`src/rtl/cfs_apb_pkg.sv`:
```
// Shared APB definitions for the APB master and the Aligner register block.
package cfs_apb_pkg;

   // Default bus widths, shared with the register block
   localparam int unsigned CFS_APB_ADDR_WIDTH = 16;
   localparam int unsigned CFS_APB_DATA_WIDTH = 32;

   // Transfer sequencing of the master
   typedef enum logic [1:0] {
      IDLE,
      SETUP,
      ACCESS,
      RESP
   } cfs_apb_master_state_t;

   // Response returned to the requester (default data width)
   typedef struct packed {
      logic [CFS_APB_DATA_WIDTH-1:0] rdata;
      logic                          err;
      logic                          timeout;
   } cfs_apb_rsp_t;

endpackage

```
`src/rtl/cfs_apb_timer.sv`:
```
// Clearable saturating down-counter; done is high while the count is zero.
module cfs_apb_timer #(
   parameter int unsigned LOAD_VALUE = 15,
   parameter int unsigned CNT_W      = 5
) (
   input  logic pclk,
   input  logic presetn,
   input  logic clr,
   input  logic en,
   output logic done
);

   logic [CNT_W-1:0] cnt_q;
   logic [CNT_W-1:0] cnt_d;

   // Reload on clear, otherwise count down and stick at zero
   always_comb begin
      cnt_d = cnt_q;
      if (clr) begin
         cnt_d = CNT_W'(LOAD_VALUE);
      end else if (en && (cnt_q != '0)) begin
         cnt_d = cnt_q - 1'b1;
      end
   end

   // Count register
   always_ff @(posedge pclk or negedge presetn) begin
      if (!presetn) begin
         cnt_q <= '0;
      end else begin
         cnt_q <= cnt_d;
      end
   end

   assign done = (cnt_q == '0);

endmodule

```
`src/rtl/cfs_apb_master.sv`:
```
// APB3 initiator: one request in, one response out, any number of wait states.
// Optional ACCESS timeout enabled by defining CFS_APB_MASTER_TIMEOUT_EN.
module cfs_apb_master
   import cfs_apb_pkg::*;
#(
   parameter int unsigned APB_ADDR_WIDTH = CFS_APB_ADDR_WIDTH,
   parameter int unsigned APB_DATA_WIDTH = CFS_APB_DATA_WIDTH,
   parameter int unsigned TIMEOUT_CYCLES = 16
) (
   input  logic                      pclk,
   input  logic                      presetn,
   input  logic                      req_valid,
   output logic                      req_ready,
   input  logic                      req_write,
   input  logic [APB_ADDR_WIDTH-1:0] req_addr,
   input  logic [APB_DATA_WIDTH-1:0] req_wdata,
   output logic                      rsp_valid,
   input  logic                      rsp_ready,
   output logic [APB_DATA_WIDTH-1:0] rsp_rdata,
   output logic                      rsp_err,
   output logic                      rsp_timeout,
   output logic [APB_ADDR_WIDTH-1:0] paddr,
   output logic                      pwrite,
   output logic [APB_DATA_WIDTH-1:0] pwdata,
   output logic                      psel,
   output logic                      penable,
   input  logic                      pready,
   input  logic [APB_DATA_WIDTH-1:0] prdata,
   input  logic                      pslverr
);

   // Same layout as cfs_apb_rsp_t, sized by this instance's data width
   typedef struct packed {
      logic [APB_DATA_WIDTH-1:0] rdata;
      logic                      err;
      logic                      timeout;
   } rsp_t;

   cfs_apb_master_state_t     state_q, state_d;
   logic                      req_ready_q, req_ready_d;
   logic                      psel_q, psel_d;
   logic                      penable_q, penable_d;
   logic                      pwrite_q, pwrite_d;
   logic [APB_ADDR_WIDTH-1:0] paddr_q, paddr_d;
   logic [APB_DATA_WIDTH-1:0] pwdata_q, pwdata_d;
   logic                      rsp_valid_q, rsp_valid_d;
   rsp_t                      rsp_q, rsp_d;
   logic                      timeout_hit;

`ifdef CFS_APB_MASTER_TIMEOUT_EN
   localparam int unsigned TMR_W = $clog2(TIMEOUT_CYCLES + 1);

   logic tmr_done;

   // Loaded in SETUP with TIMEOUT_CYCLES-1 so it reads zero during the last allowed ACCESS cycle
   cfs_apb_timer #(
      .LOAD_VALUE (TIMEOUT_CYCLES - 1),
      .CNT_W      (TMR_W)
   ) u_timer (
      .pclk    (pclk),
      .presetn (presetn),
      .clr     (state_q == SETUP),
      .en      ((state_q == ACCESS) && !pready),
      .done    (tmr_done)
   );

   assign timeout_hit = (state_q == ACCESS) && !pready && tmr_done;
`else
   logic unused_timeout_cfg;
   assign unused_timeout_cfg = (TIMEOUT_CYCLES != 0);
   assign timeout_hit        = 1'b0;
`endif

   // Next-state and next-output computation for the transfer FSM
   always_comb begin
      state_d     = state_q;
      req_ready_d = req_ready_q;
      psel_d      = psel_q;
      penable_d   = penable_q;
      pwrite_d    = pwrite_q;
      paddr_d     = paddr_q;
      pwdata_d    = pwdata_q;
      rsp_valid_d = rsp_valid_q;
      rsp_d       = rsp_q;
      case (state_q)
         IDLE: begin
            req_ready_d = 1'b1;
            if (req_valid && req_ready_q) begin
               paddr_d     = req_addr;
               pwrite_d    = req_write;
               if (req_write) begin
                  pwdata_d = req_wdata;
               end
               psel_d      = 1'b1;
               req_ready_d = 1'b0;
               state_d     = SETUP;
            end
         end
         SETUP: begin
            penable_d = 1'b1;
            state_d   = ACCESS;
         end
         ACCESS: begin
            // A completing slave in the final cycle takes priority over the abort
            if (pready) begin
               psel_d        = 1'b0;
               penable_d     = 1'b0;
               rsp_d.err     = pslverr;
               rsp_d.timeout = 1'b0;
               rsp_d.rdata   = (!pwrite_q && !pslverr) ? prdata : '0;
               rsp_valid_d   = 1'b1;
               state_d       = RESP;
            end else if (timeout_hit) begin
               psel_d        = 1'b0;
               penable_d     = 1'b0;
               rsp_d.err     = 1'b1;
               rsp_d.timeout = 1'b1;
               rsp_d.rdata   = '0;
               rsp_valid_d   = 1'b1;
               state_d       = RESP;
            end
         end
         RESP: begin
            if (rsp_ready) begin
               rsp_valid_d   = 1'b0;
               rsp_d.err     = 1'b0;
               rsp_d.timeout = 1'b0;
               req_ready_d   = 1'b1;
               state_d       = IDLE;
            end
         end
         default: begin
            state_d = IDLE;
         end
      endcase
   end

   // State and registered outputs
   always_ff @(posedge pclk or negedge presetn) begin
      if (!presetn) begin
         state_q     <= IDLE;
         req_ready_q <= 1'b0;
         psel_q      <= 1'b0;
         penable_q   <= 1'b0;
         pwrite_q    <= 1'b0;
         paddr_q     <= '0;
         pwdata_q    <= '0;
         rsp_valid_q <= 1'b0;
         rsp_q       <= '0;
      end else begin
         state_q     <= state_d;
         req_ready_q <= req_ready_d;
         psel_q      <= psel_d;
         penable_q   <= penable_d;
         pwrite_q    <= pwrite_d;
         paddr_q     <= paddr_d;
         pwdata_q    <= pwdata_d;
         rsp_valid_q <= rsp_valid_d;
         rsp_q       <= rsp_d;
      end
   end

   assign req_ready   = req_ready_q;
   assign psel        = psel_q;
   assign penable     = penable_q;
   assign pwrite      = pwrite_q;
   assign paddr       = paddr_q;
   assign pwdata      = pwdata_q;
   assign rsp_valid   = rsp_valid_q;
   assign rsp_rdata   = rsp_q.rdata;
   assign rsp_err     = rsp_q.err;
   assign rsp_timeout = rsp_q.timeout;

endmodule

```
`config.mk`:
```
export PLATFORM = sky130hd
export DESIGN_NAME = cfs_apb_master
export DESIGN_NICKNAME = d
export VERILOG_FILES = /design/src/rtl/cfs_apb_pkg.sv /design/src/rtl/cfs_apb_timer.sv /design/src/rtl/cfs_apb_master.sv
export SDC_FILE = /design/constraint.sdc
export NUM_CORES = 1
export LEC_CHECK = 0
export CELL_PAD_IN_SITES_DETAIL_PLACEMENT = 2
export CELL_PAD_IN_SITES_GLOBAL_PLACEMENT = 2
export CORE_AREA = 2 2 129 118
export CTS_CLUSTER_DIAMETER = 120
export DETAILED_ROUTE_END_ITERATION = 10
export DIE_AREA = 0 0 131 120
export HOLD_SLACK_MARGIN = 0.02
export PLACE_DENSITY = 0.78
export SLEW_MARGIN = 20
export SYNTH_ARGS = -nofsm -noshare
export SYNTH_HDL_FRONTEND = slang
export SYNTH_SLANG_ARGS = --single-unit
```
`constraint.sdc`:
```
create_clock -name pclk -period 4.03 [get_ports pclk]
set_input_delay 0.403 -clock pclk [delete_from_list [all_inputs] [get_ports pclk]]
set_output_delay 0.403 -clock pclk [all_outputs]
set_load 0.005 [all_outputs]
```
==> impl_metrics.yaml, run 1 <==
synth:
  synth_cells: 223
  synthAdderAreaFrac_pct: 2.473
  synth.distinct_cells: 26
  yosys.area_share.simple_pct: 3.074
  syn_area_sq_um: 3541
  synthMuxAreaShare_pct: 19.51
  ys_seq_elements: 88
  synth_top_family_by_area: "multiplexers"
  syn_nets: 317
  syn_area_per_cell_sq_um: 15.88
  synth_compound_area_share_pct: 9.788
  seq_area_frac_synth_pct: 62.19
  synth-xor-area-share_pct: 0
  ys_warn_count: 0
cells_and_area:
  final_core_util_pct: 40.16
  layout.nets: 490
  final_layout_size_suffix_gt1_share_pct: 17.96
  antennaDiodeCount: 0
  synthToLayoutAreaGrowth_pct: 63.92
  layoutNonFillerInstCount: 599
  design_area_sq_um: 5804
timing:
  hold_violations: 0
  fin_crit_ns: 2.344
  clock.fmax_mhz: 426.6
  fin_ws_ns: 1.686
  maxSlewHeadroom_pct: 43.03
  finalMaxSlewViolations: 0
  rsz0062_at_grt: "false"
  fin_skew_ns: 0.005772
  finalSetupViolCount: 0
  max_slew.worst_pin.slew_ns: 0.8529
  fin_setup_tns_ns: 0
  fin_crit_sh_pct: 58.17
  fin_hold_ws_ns: 0.08360
drt:
  via_count: 2580
  routed_wl_um: 10660
  drc_errors: 0
  wl_per_cell_um: 17.80
  vias_per_cell: 4.307
  antenna_left: 0
  drt-pass1-iter-count: 4
  drt_iter0_drc: 62
critical_path:
  end_kind: "register"
  critPathKind: "reg2reg"
  arrival_ns: 2.57
  r2r-start: "state_q[0]"
  r2r-end: "pwdata[25]"
  cp-startpoint: "state_q[0]"
  cp_max_fo: 33
  cp_data_required_time_ns: 4.25
  r2r_setup_slack_ns: 1.69
  reg2reg_depth: 4
  startpoint_type: "register"
clock_network:
  clk_pin_slew_ns: 0.07
  post_cts_buffers: 0
  cts_sinks: 88
  clockBufferDepth: 2
  cts_buffers: 9
  holdBufCountCts: 0
  htree_levels: 3
  cts_tree: "done"
  ctsResizeCount: 0
  cts_root_buffer: "clkbuf_16"
  clkLatencyLatePin_ns: 0.35
power_and_ir_drop:
  power_frac_comb_pct: 41.5
  p_seq_share_pct: 35.9
  power_mw: 4.371
  p_sw_mw: 1.207
  switching_share_pct: 27.63
  p_leak_nw: 2.555
  clkPwrFrac_pct: 22.7
  powerDensity_nw_per_um2: 753.0
  intPower_mw: 3.163
  ir_drop_uv: 353.4
grt:
  grt_pass1_vias: 2986
  grt_max_degree: 89
  track_usage_pct: 14.12
  use_met2_pct: 22.90
  met3_usage_pct: 6.955
  top_usage_layer: "met2"
  antenna_found_initial: 0
  grt_pass1_wl_um: 16710
  grtUsageMet1_pct: 16.20
  gr-total-overflow: 0
die:
  dieArea_sq_um: 15720
  fp.dieH_um: 120
  fp-row-count: 42
  core-area_sq_um: 14450
  initial_utilization_pct: 24.50
  io_pins: 174
  die_x_um: 131
place:
  dpl_cell_area_sq_um: 5450
  hpwlAfterDp_um: 7851
  io_buffers: 172
  placedCellCount: 583
  dp_slack_ns: 1.585
  gp_congestion: 0.7069
outcome:
  status: "finished clean"
hold_path:
  hold_class: "in2async"
job:
  drv_cap: 0
-- power groups by stage --
stage	Clock (mW)	Combinational, mW	Sequential [mW]
global route	1.06	1.96	1.63
floorplan	0	0.717	1.57
detailed placement	0	1.84	1.58
finish	0.990	1.81	1.57
CTS	1.03	1.85	1.58
global placement	0	1.78	1.55
-- critical path, cell delays in order (launching register included) --
cell     delay [ns]
dfrtp_1        0.42
inv_1          0.16
ha_1           0.36
nand4_4        0.69
mux2_4         0.56
-- cell usage in the layout, fill, tap and decap left out, drive strengths merged, types with 4 or more instances in the layout --
master,count
inv,6
nand2,7
dfrtp,88
clkdlybuf4s50,171
ha,7
mux2,49
o21ai,4
a22o,32
clkbuf,10
-- state kept, by name, indices dropped and copies added, names as in the netlist --
signal and count:
rsp_err 1, rsp_valid 1, paddr 16, rsp_rdata 32, req_ready 1, state_q 2
penable 1, pwrite 1, psel 1, pwdata 32
-- layout make-up --
type,instances,area [sq um]
Clock buffer,10,239.0
Clock inverter,6,115.1
Fill cell,1418,8647
Inverter,5,18.77
Multi-Input combinational cell,118,1244
Sequential cell,88,2202
Tap cell,198,247.7
Timing Repair Buffer,174,1738
-- Yosys cell counts --
master | count | share of area, %
nand4_4 | 1 | 0.60
nor2b_1 | 1 | 0.18
nand3_4 | 1 | 0.49
a22o_1 | 32 | 7.9
o21ai_0 | 4 | 0.57
dfrtp_1 | 88 | 62
conb_1 | 1 | 0.11
a21oi_1 | 1 | 0.14
inv_1 | 5 | 0.53
nand2b_1 | 1 | 0.18
mux2i_1 | 3 | 0.85
o22a_1 | 1 | 0.25
mux2_4 | 29 | 12
a32oi_1 | 1 | 0.25
nand2_1 | 7 | 0.74
buf_4 | 1 | 0.21
nor2_1 | 3 | 0.32
nand3_1 | 2 | 0.28
a221oi_2 | 1 | 0.42
nor3_2 | 1 | 0.28
buf_2 | 3 | 0.42
o311ai_0 | 1 | 0.25
ha_1 | 7 | 2.5
clkbuf_1 | 4 | 0.42
mux2_2 | 20 | 6.4
buf_6 | 4 | 1.3
-- layer usage --
layer / part of all wire (%) / up-vias
li1: - / 1148
met1: 40 / 1313
met2: 50 / 109
met3: 9.1 / 10
met4: 1.3 / 0
met5: 0 / -
-- logic make-up (layout without fill, tap and decap cells) --
group / count (synthesis) / after routing
flops: 88 / 88
mux: 52 / 52
compound gates: 41 / 41
simple gates: 17 / 17
buf+inv: 17 / 195
fa+ha+maj: 7 / 7
other cells: 1 / 1
-- worst max path at each step --
stage                       to  slack [ns]  cells past startpoint
floorplan            pwdata[0]        2.40                      5
detailed placement  pwdata[23]        1.59                      3
global placement    pwdata[23]        1.62                      3
global route         pwdata[1]        1.47                      4
CTS                 pwdata[29]        1.64                      4
finish              pwdata[25]        1.69                      4
Note: power is estimated with default switching activity, not from simulation.
==> run 2: changes to the inputs <==
CORE_AREA = 2 2 134 123   (was 2 2 129 118)
DIE_AREA = 0 0 136 125   (was 0 0 131 120)
PLACE_DENSITY = 0.76   (was 0.78)
clock period = 2 ns   (was 4.03 ns; I/O delays follow)
==> run 2 against run 1 <==
Against the previous run:
- maximum frequency is 28% higher
- highest routed layer unchanged
- non-clock buffer count is 5 higher
- core utilization is 3.1 points lower
- worst setup slack worse by 1.5 ns
- register-to-register slack worse by 1.5 ns
- global-route usage is 0.75 points lower
- count of clock-buffer cells in the layout is 1 lower
- sequential share of layout area is 0.17 points lower
==> impl_metrics.yaml, run 2 (synthesized netlist as in run 1, its figures left out) <==
outcome:
  status: "finished clean"
hold_path:
  hold_class: "in2async"
die:
  io_pins: 174
  dieArea_sq_um: 17000
  die_x_um: 136
  fp-row-count: 44
  fp.dieH_um: 125
  core-area_sq_um: 15750
  initial_utilization_pct: 22.49
clock_network:
  clk_pin_slew_ns: 0.06
  htree_levels: 3
  holdBufCountCts: 1
  clockBufferDepth: 2
  cts_sinks: 88
  cts_buffers: 9
  post_cts_buffers: 0
  clkLatencyLatePin_ns: 0.34
  cts_root_buffer: "clkbuf_16"
  cts_tree: "done"
  ctsResizeCount: 0
power_and_ir_drop:
  p_sw_mw: 2.401
  p_seq_share_pct: 37.1
  p_leak_nw: 2.570
  intPower_mw: 6.101
  powerDensity_nw_per_um2: 1458
  switching_share_pct: 28.24
  clkPwrFrac_pct: 19.7
  power_frac_comb_pct: 43.2
  ir_drop_uv: 533.1
critical_path:
  critPathKind: "reg2reg"
  cp_data_required_time_ns: 2.22
  setup.worst_path.end: "pwdata[4]"
  cp_max_fo: 17
  arrival_ns: 2.05
  cp-startpoint: "state_q[0]"
  end_kind: "register"
  startpoint_type: "register"
  r2r_setup_slack_ns: 0.17
  reg2reg_depth: 5
  r2r-start: "state_q[0]"
  r2r-end: "pwdata[4]"
grt:
  use_met2_pct: 23.32
  antenna_found_initial: 0
  grt_max_degree: 89
  top_usage_layer: "met2"
  gr-total-overflow: 0
  grt_pass1_vias: 3044
  grtUsageMet1_pct: 14.61
  met3_usage_pct: 5.758
  track_usage_pct: 13.36
  grt_pass1_wl_um: 17380
cells_and_area:
  synthToLayoutAreaGrowth_pct: 64.66
  final_layout_size_suffix_gt1_share_pct: 18.72
  final_cell_mix: "clkdlybuf4s50_1 (171), dfrtp_1 (88), a22o_1 (32)"
  fillers: 1610
  layout.nets: 495
  layoutNonFillerInstCount: 613
  antennaDiodeCount: 0
  final_common_cell: "clkdlybuf4s50_1"
timing:
  rsz0062_at_grt: "false"
  fin_crit_ns: 1.829
  fin_crit_sh_pct: 91.46
  fin_skew_ns: 0.005173
  finalMaxSlewViolations: 0
  fin_setup_tns_ns: 0
  finalSetupViolCount: 0
  hold_violations: 0
  clock.fmax_mhz: 546.7
drt:
  via_count: 2596
  drc_errors: 0
  vias_per_cell: 4.235
  wl_per_cell_um: 17.45
  routed_wl_um: 10700
  antenna_left: 0
  drt_iter0_drc: 45
  drt-pass1-iter-count: 4
place:
  hpwlAfterDp_um: 7892
  gp_congestion: 0.7505
  placedCellCount: 596
  io_buffers: 172
job:
  drv_cap: 0
[run 2: power by group through the flow]
stage	sequential, mW	combinational, mW	clock, mW
2_1_floorplan	3.16	1.45	0
3_3_place_gp	3.13	3.62	0
3_5_place_dp	3.19	3.73	0
4_1_cts	3.17	3.76	1.76
5_1_grt	3.29	4.02	1.85
6_report	3.15	3.68	1.67
[run 2: per-layer routing]
metal / routed length (um) / vias up
met1: 3973 / 1302
met2: 5537 / 123
met4: 119 / 0
met5: 0 / -
met3: 1065 / 8
li1: - / 1163
[run 2: how the worst min path moves through the flow]
stage | start | slack [ns] | endpoint | cells past startpoint
CTS | prdata[1] | 0.44 | rsp_rdata[1] | 2
global placement | presetn | 0.28 | rsp_rdata[11] | 2
floorplan | presetn | -0.1 | paddr[0] | 0
detailed placement | presetn | 0.29 | rsp_rdata[2] | 2
finish | presetn | 0.46 | rsp_rdata[11] | 3
global route | req_wdata[9] | 0.45 | pwdata[9] | 2
[run 2: through the flow]
step / cell area [sq um] / power (mW) / util [%] / worst slack [ns] / hold WS (ns)
floorplan: 3541 / 4.602 / - / 0.3738 / -0.09559
global placement: 5525 / 6.754 / 35.09 / 0.2280 / 0.2816
detailed placement: 5525 / 6.922 / 35.09 / 0.1402 / 0.2909
CTS: 5831 / 8.700 / 37.03 / 0.1299 / 0.4390
global route: 5831 / 9.152 / 37.03 / 0.04447 / 0.4528
finish: 5831 / 8.502 / 37.03 / 0.1708 / 0.4593
[run 2: area by class of cell]
type	count	area (sq um)	area share, %
inverter	5	18.77	0.3219
clock inverter	7	70.07	1.202
sequential	88	2202	37.77
timing repair buffer	179	1812	31.07
clock buffer	9	225.2	3.863
tap	207	259.0	4.442
multi-input combinational	118	1244	21.33
[run 2: worst max-delay path, stage by stage (launching register included)]
cell	delay, ns
dfrtp_1	0.43
inv_1	0.17
ha_1	0.36
nand4_4	0.21
buf_12	0.23
mux2_4	0.30
